`config.mk`:
```
export PLATFORM = sky130hd
export DESIGN_NAME = bin_to_sseg_conv
export DESIGN_NICKNAME = d
export VERILOG_FILES = /design/src/rtl/bin_to_sseg_conv.sv
export SDC_FILE = /design/constraint.sdc
export NUM_CORES = 1
export LEC_CHECK = 0
export BUFFER_PORTS_ARGS = -buffer_cell sky130_fd_sc_hd__buf_2
export CAP_MARGIN = 20
export CORE_UTILIZATION = 35
export CTS_CLUSTER_SIZE = 24
export DETAILED_ROUTE_END_ITERATION = 10
export PLACE_DENSITY = 0.68
export SYNTH_ARGS = -nofsm -noshare
export SYNTH_HDL_FRONTEND = slang
export SYNTH_SLANG_ARGS = --single-unit
```
`constraint.sdc`:
```
create_clock -name clk -period 2.7 [get_ports clk]
set_input_delay 0.54 -clock clk [delete_from_list [all_inputs] [get_ports clk]]
set_output_delay 0.54 -clock clk [all_outputs]
set_load 0.005 [all_outputs]
```
`src/rtl/bin_to_sseg_conv.sv`:
```
// Sequential binary-to-BCD (double-dabble, one shift per clock) with 7-segment encoding
// for a 4-digit multiplexed display. Outputs update only when a conversion completes.
module bin_to_sseg_conv #(
  parameter int unsigned W        = 14,
  parameter bit          BLANK_LZ = 1'b1
) (
  input  logic         clk,
  input  logic         reset,
  input  logic         start,
  input  logic [W-1:0] bin,
  input  logic [3:0]   dp_in,
  output logic         ready,
  output logic         done_tick,
  output logic         ovf,
  output logic [3:0]   bcd3,
  output logic [3:0]   bcd2,
  output logic [3:0]   bcd1,
  output logic [3:0]   bcd0,
  output logic [7:0]   seg3,
  output logic [7:0]   seg2,
  output logic [7:0]   seg1,
  output logic [7:0]   seg0
);

  localparam logic [13:0] MaxVal = 14'd9999;
  localparam logic [3:0]  NIter  = 4'd14;

  typedef enum logic [1:0] {StIdle, StOp, StDone} state_e;

  state_e           state_q, state_d;
  logic [13:0]      shift_q, shift_d;
  logic [15:0]      acc_q, acc_d;
  logic [3:0]       n_q, n_d;
  logic [3:0]       dp_q, dp_d;
  logic             ovf_flag_q, ovf_flag_d;
  logic             ready_q, ready_d;
  logic             done_tick_q, done_tick_d;
  logic             ovf_q, ovf_d;
  logic [3:0][3:0]  bcd_q, bcd_d;
  logic [3:0][7:0]  seg_q, seg_d;

  logic [13:0]      bin_ext;
  logic [15:0]      acc_adj;
  logic [3:0][3:0]  fin_digit;
  logic [3:0]       blank;
  logic [3:0][7:0]  fin_seg;

  assign bin_ext = 14'(bin);

  // Active-low g..a pattern for one decimal digit.
  function automatic logic [6:0] enc_digit(input logic [3:0] d);
    logic [6:0] s;
    case (d)
      4'd0:    s = 7'h40;
      4'd1:    s = 7'h79;
      4'd2:    s = 7'h24;
      4'd3:    s = 7'h30;
      4'd4:    s = 7'h19;
      4'd5:    s = 7'h12;
      4'd6:    s = 7'h02;
      4'd7:    s = 7'h78;
      4'd8:    s = 7'h00;
      4'd9:    s = 7'h10;
      default: s = 7'h7F;
    endcase
    return s;
  endfunction

  // Add-3 correction on every digit, evaluated on the pre-shift accumulator.
  always_comb begin
    acc_adj = acc_q;
    for (int i = 0; i < 4; i++) begin
      if (acc_q[4*i +: 4] > 4'd4) begin
        acc_adj[4*i +: 4] = acc_q[4*i +: 4] + 4'd3;
      end
    end
  end

  // Final digit decode, blanking and dp insertion, consumed only in StDone.
  always_comb begin
    for (int i = 0; i < 4; i++) begin
      fin_digit[i] = acc_q[4*i +: 4];
    end
    blank[0] = 1'b0;
    blank[3] = BLANK_LZ && (fin_digit[3] == 4'd0);
    blank[2] = blank[3] && (fin_digit[2] == 4'd0);
    blank[1] = blank[2] && (fin_digit[1] == 4'd0);
    for (int i = 0; i < 4; i++) begin
      if (ovf_flag_q) begin
        fin_seg[i] = {~dp_q[i], 7'h3F};
      end else if (blank[i]) begin
        fin_seg[i] = {~dp_q[i], 7'h7F};
      end else begin
        fin_seg[i] = {~dp_q[i], enc_digit(fin_digit[i])};
      end
    end
  end

  always_comb begin
    state_d     = state_q;
    shift_d     = shift_q;
    acc_d       = acc_q;
    n_d         = n_q;
    dp_d        = dp_q;
    ovf_flag_d  = ovf_flag_q;
    done_tick_d = 1'b0;
    ovf_d       = ovf_q;
    bcd_d       = bcd_q;
    seg_d       = seg_q;

    unique case (state_q)
      StIdle: begin
        if (start && ready_q) begin
          shift_d    = bin_ext;
          dp_d       = dp_in;
          acc_d      = 16'h0000;
          n_d        = NIter;
          ovf_flag_d = (bin_ext > MaxVal);
          state_d    = StOp;
        end
      end
      StOp: begin
        acc_d   = {acc_adj[14:0], shift_q[13]};
        shift_d = {shift_q[12:0], 1'b0};
        n_d     = n_q - 4'd1;
        if (n_q == 4'd1) begin
          state_d = StDone;
        end
      end
      StDone: begin
        done_tick_d = 1'b1;
        ovf_d       = ovf_flag_q;
        seg_d       = fin_seg;
        bcd_d       = ovf_flag_q ? '0 : fin_digit;
        state_d     = StIdle;
      end
      default: state_d = StIdle;
    endcase

    // Ready reasserts one cycle after the done pulse, so a start during it is dropped.
    ready_d = (state_d == StIdle) && (state_q != StDone);
  end

  always_ff @(posedge clk or posedge reset) begin
    if (reset) begin
      state_q     <= StIdle;
      shift_q     <= '0;
      acc_q       <= '0;
      n_q         <= '0;
      dp_q        <= '0;
      ovf_flag_q  <= 1'b0;
      ready_q     <= 1'b1;
      done_tick_q <= 1'b0;
      ovf_q       <= 1'b0;
      bcd_q       <= '0;
      seg_q       <= {4{8'hFF}};
    end else begin
      state_q     <= state_d;
      shift_q     <= shift_d;
      acc_q       <= acc_d;
      n_q         <= n_d;
      dp_q        <= dp_d;
      ovf_flag_q  <= ovf_flag_d;
      ready_q     <= ready_d;
      done_tick_q <= done_tick_d;
      ovf_q       <= ovf_d;
      bcd_q       <= bcd_d;
      seg_q       <= seg_d;
    end
  end

  assign ready     = ready_q;
  assign done_tick = done_tick_q;
  assign ovf       = ovf_q;
  assign bcd3      = bcd_q[3];
  assign bcd2      = bcd_q[2];
  assign bcd1      = bcd_q[1];
  assign bcd0      = bcd_q[0];
  assign seg3      = seg_q[3];
  assign seg2      = seg_q[2];
  assign seg1      = seg_q[1];
  assign seg0      = seg_q[0];

endmodule

```
==> Yosys cells after proc, flatten, opt, wreduce, memory -nomap -nowiden <==
Memories as Yosys holds them, arrays and structs flattened.
Cells that the tools add are included.
{ "word_totals": {"out_inout_bits": 51, "rom_bits": 448, "mem_count": 4, "in_bits": 21, "ff_bits": 92, "word_cells": 74} }
{ "op_classes": {"bitwise_logic": 4, "n_lt_le_gt_ge": 5, "mux": 22, "n_reduce_logical": 12, "addsub": 5, "eq_ne": 5} }
{ "mem_list": {"columns": ["memory", "words", "width", "read_ports", "rd_ports_with_merged_regs", "wr", "line_no", "rtl"], "rows": [
  ["(no name shown)", 16, 7, 1, 0, 0, "53", "case (d)"],
  ["(no name shown)", 16, 7, 1, 0, 0, "53", null],
  ["(no name shown)", 16, 7, 1, 0, 0, "53", null],
  ["(no name shown)", 16, 7, 1, 0, 0, "53", null]
]} }
{ "ops": {"columns": ["op", "n"], "rows": [
  ["$mux W7", 7],
  ["$mux W16", 2],
  ["$pmux W16 S2", 1],
  ["$pmux W14 S2", 1],
  ["$gt A4 B3 Y1 const B", 4],
  ["$mux W4", 4],
  ["$gt A14 B14 Y1 const B", 1],
  ["$mux W14", 1],
  ["$add A4 B2 Y4 const B", 3],
  ["$logic_not A4 Y1", 3],
  ["$pmux W4 S2", 1],
  ["$eq A4 B1 Y1 const B", 1],
  ["$logic_and A1 B1 Y1", 4],
  ["$logic_not A2 Y1", 2],
  ["$mux W2", 2],
  ["$ne A2 B2 Y1 const B", 2],
  ["$not A1 Y1", 4],
  ["$pmux W2 S2", 1],
  ["$reduce_and A2 Y1", 2],
  ["$sub A4 B1 Y4 const B", 1],
  ["$add A3 B2 Y3 const B", 1],
  ["$mux W3", 1],
  ["$eq A2 B1 Y1 const B", 1],
  ["$eq A2 B2 Y1 const B", 1],
  ["2 further kinds", 2]
]} }

==> Longest topological paths before layout <==
Gate-level depths: netlist of the first run.
{ "depth": {"depth_word": 5, "ltp_mapped": 6, "depth_no_buf": 6} }

==> Worst setup path after synthesis of the first run <==
OpenSTA, ideal clock, no wires.
{ "synth_timing": {"path_kind": "register -> register", "startpoint": "register acc_q[12]", "endpoint": "register seg_q, in the netlist seg1[5]", "period_less_slack_ns": 1.597, "setup_ns": 0.060, "path_slack_ns": 1.103, "t_arrival_ns": 1.537, "n_path_buf": 0, "required_time_ns": 2.640, "stages_incl_launch_ff": 7, "path_cell_list": "dfrtp_1 inv_1 ha_1 and4bb_2 nand3_1 a311oi_1 o22a_1"} }
{ "synth_via": {"elab_chain_len": 5} }
{ "synth_lines": {"columns": ["item", "line_no", "rtl"], "rows": [
  ["start, declared", "32", "logic [15:0] acc_q, acc_d;"],
  ["start signal, assigned", "148", "acc_q <= '0;"],
  ["start signal, assigned", "160", "acc_q <= acc_d;"],
  ["$logic_not A4 Y1", "85", "blank[3] = BLANK_LZ && (fin_digit[3] == 4'd0);"],
  ["$logic_and A1 B1 Y1", "86", "blank[2] = blank[3] && (fin_digit[2] == 4'd0);"],
  ["$logic_and A1 B1 Y1", "87", "blank[1] = blank[2] && (fin_digit[1] == 4'd0);"],
  ["$mux W7", "91", "end else if (blank[i]) begin"],
  ["$mux W7", "89", "if (ovf_flag_q) begin"],
  ["end signal, assigned", "156", "seg_q <= {4{8'hFF}};"],
  ["end signal, assigned", "168", "seg_q <= seg_d;"],
  ["end, declared", "40", "logic [3:0][7:0] seg_q, seg_d;"]
]} }
No other way between the ends.
A chain may end at the register's enable or synchronous reset.

==> Worst setup path after layout of the first run <==
{ "layout_timing": {"startpoint": "register acc_q[12]", "endpoint": "register seg_q, in the netlist seg1[3]"} }
The elaborated chain is that of the path after synthesis.

==> results.yml, run 1 <==
layout:
  drive_above_1_share_pct: 26.26
  fill_cells: 1186
  antenna_cells: 0
  layout.cells.non_filler: 682
  seq_area_um2: 2344
  final_nets: 556
  syn2layout_area_growth_pct: 19.15
  multi_input_area_um2: 1928
  final_util_pct: 43.49
  layout_common_cells: "buf_2 (71), dfrtp_1 (59), nor2_1 (46)"
  final_common_cell: "buf_2"
timing:
  setup_viol: 0
  setup-tns-final_ns: 0
  fin_crit_sh_pct: 71.35
  hold_violations: 0
  rsz0062_at_grt: "no"
  drv_slew: 0
  clock.fmax_mhz: 519.1
  worst_pin_slew_ns: 0.8936
  fin_crit_ns: 1.926
  maxSlewHeadroom_pct: 40.43
  skew_ns: 0.006751
critical_path:
  critPathKind: "flop to flop"
  start_kind: "flop"
  path_cells: "inv_1 > ha_1 > and4bb_2 > nand3_1 > a221oi_1 > o22a_1"
  path_buf_inv: 1
  cp_slowest_cell: "dfrtp_1"
  max_stage_delay_ns: 0.44
  crit_start: "acc_q[12]"
  cp.required_ns: 2.98
  path_delay_family: "compound AO/OA/AOI/OAI gates"
  endpoint_kind: "flop"
  r2r-start: "acc_q[12]"
  critPathMaxFanout: 6
  cp.arrival_ns: 2.21
die:
  start_util_pct: 36.50
  die-area_um2: 13240
  rows: 40
  ios: 72
  core-area_um2: 12260
  die_h_um: 115.1
  die_w_um: 115.1
clock_tree:
  ctsHoldBuffers: 0
  clkTransAtPathRegs_ns: 0.06
  ctsResizeCount: 0
  cts_setup_buffers: 0
  cts.path.max_buffers: 2
  clock_sinks: 92
  h-tree-depth: 3
  root_buffer: "clkbuf_16"
  cts_tree: "yes"
  clk_latency_ns: 0.34
  numCtsBuffers: 9
route:
  wl_per_cell_um: 14.73
  routed_wl_um: 10040
  via_per_inst: 5.114
  dr.pass1.iters: 5
  num_vias: 3488
  drtIter0Drc: 175
  final_antenna_net_count: 0
  post-route-drc-count: 0
synth:
  synth-edff-count: 0
  synth.cell_area_um2: 4476
  avgSynthCellArea_um2: 10.08
  async_reset_ff_share_pct: 100.0
  seq_area_frac_synth_pct: 52.36
  ys_ff_latch: 92
  synth.distinct_cells: 46
  yosys_warnings: 0
  synth_ff_type: "dfrtp_1"
  syn_inst: 444
  syn_nets: 491
place:
  placed_cells: 666
  place.gp.congestion: 0.8315
  io_buffers: 71
  dpl.hpwl_um: 7249
global_route:
  grt_usage_pct: 16.50
  grt_pass1_wl_um: 17170
  grt.overflow.total: 0
  grt_max_degree: 40
  first_global_vias: 3509
  antenna_found_initial: 0
job:
  cap_violations: 0
pwr:
  leakagePower_uw: 0.002509
  ir_worst_vdd_mv: 0.5071
  p_per_area_nw_per_um2: 1290
run_status:
  status: "complete, no violations"
hold_path:
  hp-class: "primary input to async pin"
cell usage after synthesis (2+ instances only):
cell type   n  area share, %
o22a_1      8            1.6
inv_1      24            2.0
xnor2_1     6            1.2
clkbuf_1    9           0.75
a222oi_1    2           0.45
nor3_1     11            1.2
o21a_1      3           0.50
o21ai_0    25            2.8
nor2b_1     2           0.28
nand2_1    44            3.7
a31oi_1    14            2.0
buf_2      15            1.7
nor2_1     47            3.9
o22ai_1     7           0.98
mux2i_1     5            1.1
o32ai_1     2           0.39
nand2b_1    7           0.98
dfrtp_1    59             33
dfstp_2    33             19
a22o_1     23            4.5
o211ai_1    2           0.34
o311ai_0    2           0.39
a21oi_1    35            3.9
mux2_2      4            1.0
and3_1      6           0.84
nand3_1     4           0.45
ha_1       26            7.3
registers in the layout (all words and copies together), names as in the netlist, 2 cells and up:
name / count
bcd1: 4
seg3: 8
dp_q: 4
shift_q: 14
state_q: 2
seg1: 8
bcd2: 4
seg0: 8
seg2: 8
acc_q: 16
bcd3: 4
bcd0: 4
n_q: 4
logic make-up after synthesis:
group	count (synthesis)	synth area share [%]
AOI/OAI and AO/OA	132	19.40
xor gates and xnor gates	7	1.370
DFF	92	52.36
buffers and inverters	50	4.613
muxes	9	2.125
adders and majority gates	26	7.269
and+or+nand+nor	128	12.86
routing by layer:
metal	GRT usage, %	part of all wire, %	wire [µm]	vias to the layer above
met2	26.87	48	4843	96
met5	0	0	0	-
met3	3.690	5.9	597	11
met1	21.31	44	4451	1683
li1	-	-	-	1698
met4	6.753	1.5	151	0
per-stage QoR:
step	hold WS, ns	total power (µW)	worst slack (ns)	area, µm²
2_1_floorplan	0.4016	4641	1.103	4479
3_5_place_dp	0.4181	5548	0.8037	5004
6_report	0.1991	6880	0.7736	5333
4_1_cts	0.2023	6950	0.7912	5333
3_3_place_gp	0.4217	5447	0.9197	5004
5_1_grt	0.2179	7451	0.6476	5333
final cells by class:
class	count	area share, %
Sequential cell	92	43.95
Inverter	26	1.901
Tap cell	168	3.942
Timing Repair Buffer	78	7.884
Clock buffer	12	4.810
Clock inverter	4	1.361
Multi-Input combinational cell	302	36.16
where the power goes:
group / switching, µW / leakage (µW) / total [µW] / internal, µW
combinational: 1490 / 0.00126 / 2750 / 1260
sequential: 587 / 0.00109 / 2760 / 2180
clock: 509 / 0.000159 / 1370 / 860
total: 2580 / 0.00251 / 6880 / 4300
path summary, 6_finish.rpt:
path / to / slack, ns / cells past startpoint
setup / recovery: seg1[3] / 0.77 / 6
hold / removal: dp_q[1] / 0.20 / 2
setup reg to reg: seg1[3] / 0.77 / 6
hold reg to reg: seg3[7] / 0.43 / 1
max in group asynchronous: seg2[6] / 1.85 / 3
min in group clk: shift_q[0] / 0.43 / 2
No activity file was read; power rests on OpenSTA's default activity.
==> run 2, diff against run 1 <==
--- a/config.mk
+++ b/config.mk
@@ -10,7 +10,7 @@
 export CORE_UTILIZATION = 35
 export CTS_CLUSTER_SIZE = 24
 export DETAILED_ROUTE_END_ITERATION = 10
-export PLACE_DENSITY = 0.68
+export PLACE_DENSITY = 0.66
 export SYNTH_ARGS = -nofsm -noshare
 export SYNTH_HDL_FRONTEND = slang
 export SYNTH_SLANG_ARGS = --single-unit
==> constraint.sdc (replaced) <==
create_clock -name clk -period 2 [get_ports clk]
set_input_delay 0.4 -clock clk [delete_from_list [all_inputs] [get_ports clk]]
set_output_delay 0.4 -clock clk [all_outputs]
set_load 0.005 [all_outputs]
==> run 2 against run 1 <==
Final cell count increased by 0.44%; count of clock-buffer cells in the layout increased by 1; wire length decreased by 0.14%; hold slack got worse by 0.014 ns; power increased by 35%; critical path depth unchanged; setup slack got worse by 0.62 ns; core utilization increased by 0.19 points; critical endpoint is now seg1[5].
==> results.yml, run 2 (synthesized netlist as in run 1, its figures left out) <==
clock_tree:
  cts_tree: "yes"
  ctsHoldBuffers: 0
  clock_sinks: 92
  numCtsBuffers: 9
  cts.path.max_buffers: 2
  cts_setup_buffers: 0
  ctsResizeCount: 0
  root_buffer: "clkbuf_16"
  clkTransAtPathRegs_ns: 0.06
  clk_latency_ns: 0.34
  h-tree-depth: 3
pwr:
  power_switching_uw: 3496
  combPwrFrac_pct: 41.5
  pwr-share-clk_pct: 18.6
  swShare_pct: 37.73
  ir_worst_vdd_mv: 0.6947
  seqPwrFrac_pct: 39.9
  leakagePower_uw: 0.002514
  p_per_area_nw_per_um2: 1730
  cell_internal_pwr_uw: 5770
global_route:
  grt.overflow.total: 0
  antenna_found_initial: 0
  first_global_vias: 3533
  grt_max_degree: 93
  grt_pass1_wl_um: 16950
  grt_usage_pct: 16.36
layout:
  regMostFlops: "acc_q"
  syn2layout_area_growth_pct: 19.68
  layout.cells.non_filler: 685
  drive_above_1_share_pct: 27.08
  final_common_cell: "buf_2"
  fill_cells: 1185
  final_nets: 559
  largest_register_ffs: 16
  seq_area_um2: 2344
  reg_top3: "acc_q (16), shift_q (14)"
  antenna_cells: 0
  multi_input_area_um2: 1933
  layout_common_cells: "buf_2 (71), dfrtp_1 (59), nor2_1 (46)"
die:
  die_w_um: 115.1
  ios: 72
  start_util_pct: 36.50
  die_h_um: 115.1
  core-area_um2: 12260
  die-area_um2: 13240
  rows: 40
route:
  via_per_inst: 5.155
  final_antenna_net_count: 0
  routed_wl_um: 10030
  drtIter0Drc: 177
  num_vias: 3531
  dr.pass1.iters: 4
  wl_per_cell_um: 14.64
  post-route-drc-count: 0
critical_path:
  path_buf_inv: 1
  endpoint_kind: "flop"
  path_cells: "inv_1 > ha_2 > and4bb_2 > nand3_1 > a311oi_1 > o22a_1"
  start_kind: "flop"
  path_delay_family: "flip-flops"
  critPathMaxFanout: 8
  cp.required_ns: 2.28
  cp_slowest_cell: "dfrtp_1"
  cp.arrival_ns: 2.12
  critPathKind: "flop to flop"
  max_stage_delay_ns: 0.47
place:
  dpl.hpwl_um: 6841
  placed_cells: 668
  io_buffers: 71
  place.gp.congestion: 0.8192
timing:
  setup-tns-final_ns: 0
  clock.fmax_mhz: 542.8
  rsz0062_at_grt: "no"
  worst_pin_slew_ns: 0.8742
  fin_crit_sh_pct: 92.11
  fin_crit_ns: 1.842
  drv_slew: 0
  skew_ns: 0.004038
  maxSlewHeadroom_pct: 41.72
  hold_violations: 0
  setup_viol: 0
run_status:
  status: "complete, no violations"
job:
  cap_violations: 0
hold_path:
  hp-class: "primary input to async pin"
run 2: per-layer routing:
| layer | global-route usage (%) | part of all wire [%] | vias to the layer above |
|---|---|---|---|
| li1 | - | - | 1698 |
| met1 | 21.38 | 46 | 1730 |
| met2 | 26.14 | 47 | 89 |
| met3 | 4.428 | 5.4 | 14 |
| met4 | 5.714 | 1.6 | 0 |
| met5 | 0 | 0 | - |
run 2: final timing paths:
path,startpoint,to,slack (ns),cells past startpoint
setup / recovery,acc_q[9],seg1[5],0.16,6
hold / removal,reset,shift_q[8],0.18,3
setup reg to reg,acc_q[9],seg1[5],0.16,6
hold reg to reg,dp_q[2],seg2[7],0.43,1
max in group asynchronous,reset,seg3[1],1.41,3
min in group clk,bin[0],shift_q[0],0.28,2
run 2: metrics by stage:
stage                     hold slack, ns  cell area, µm²  total power (µW)  util (%)  setup WS [ns]
after CTS                         0.2061            5324              9264     43.42        0.08953
after global routing              0.2498            5356             10080     43.68        0.01421
after global placement            0.4114            5019              7371     40.93         0.1584
after floorplan                   0.4016            4479              6265         -         0.4029
after detailed placement          0.4258            5019              7488     40.93        0.08145
final                             0.1849            5356              9266     43.68         0.1578
run 2: area by class of cell:
class	instances	share of cell area [%]
well taps	168	3.924
clock buffers	13	4.859
repair buffers	81	8.643
inverters	26	1.892
clock inverters	3	0.8409
multi-input cells	302	36.09
flip-flops and latches	92	43.75
run 2: worst register-to-register path, delay by kind of cell, from the launching register on:
family                   cells  cell delay [ns]
AO/OA/AOI/OAI                2             0.47
AND/OR/NAND/NOR              2             0.40
buffers and inverters        1             0.19
adder cells (fa/ha/maj)      1             0.26
flip-flops                   1             0.47
run 2: power by group through the flow:
stage               combinational (µW)  clock [µW]  sequential [µW]
floorplan                         2770           0             3490
global placement                  3670           0             3700
detailed placement                3750           0             3730
CTS                               3780        1780             3700
global route                      4410        1840             3830
finish                            3840        1730             3700
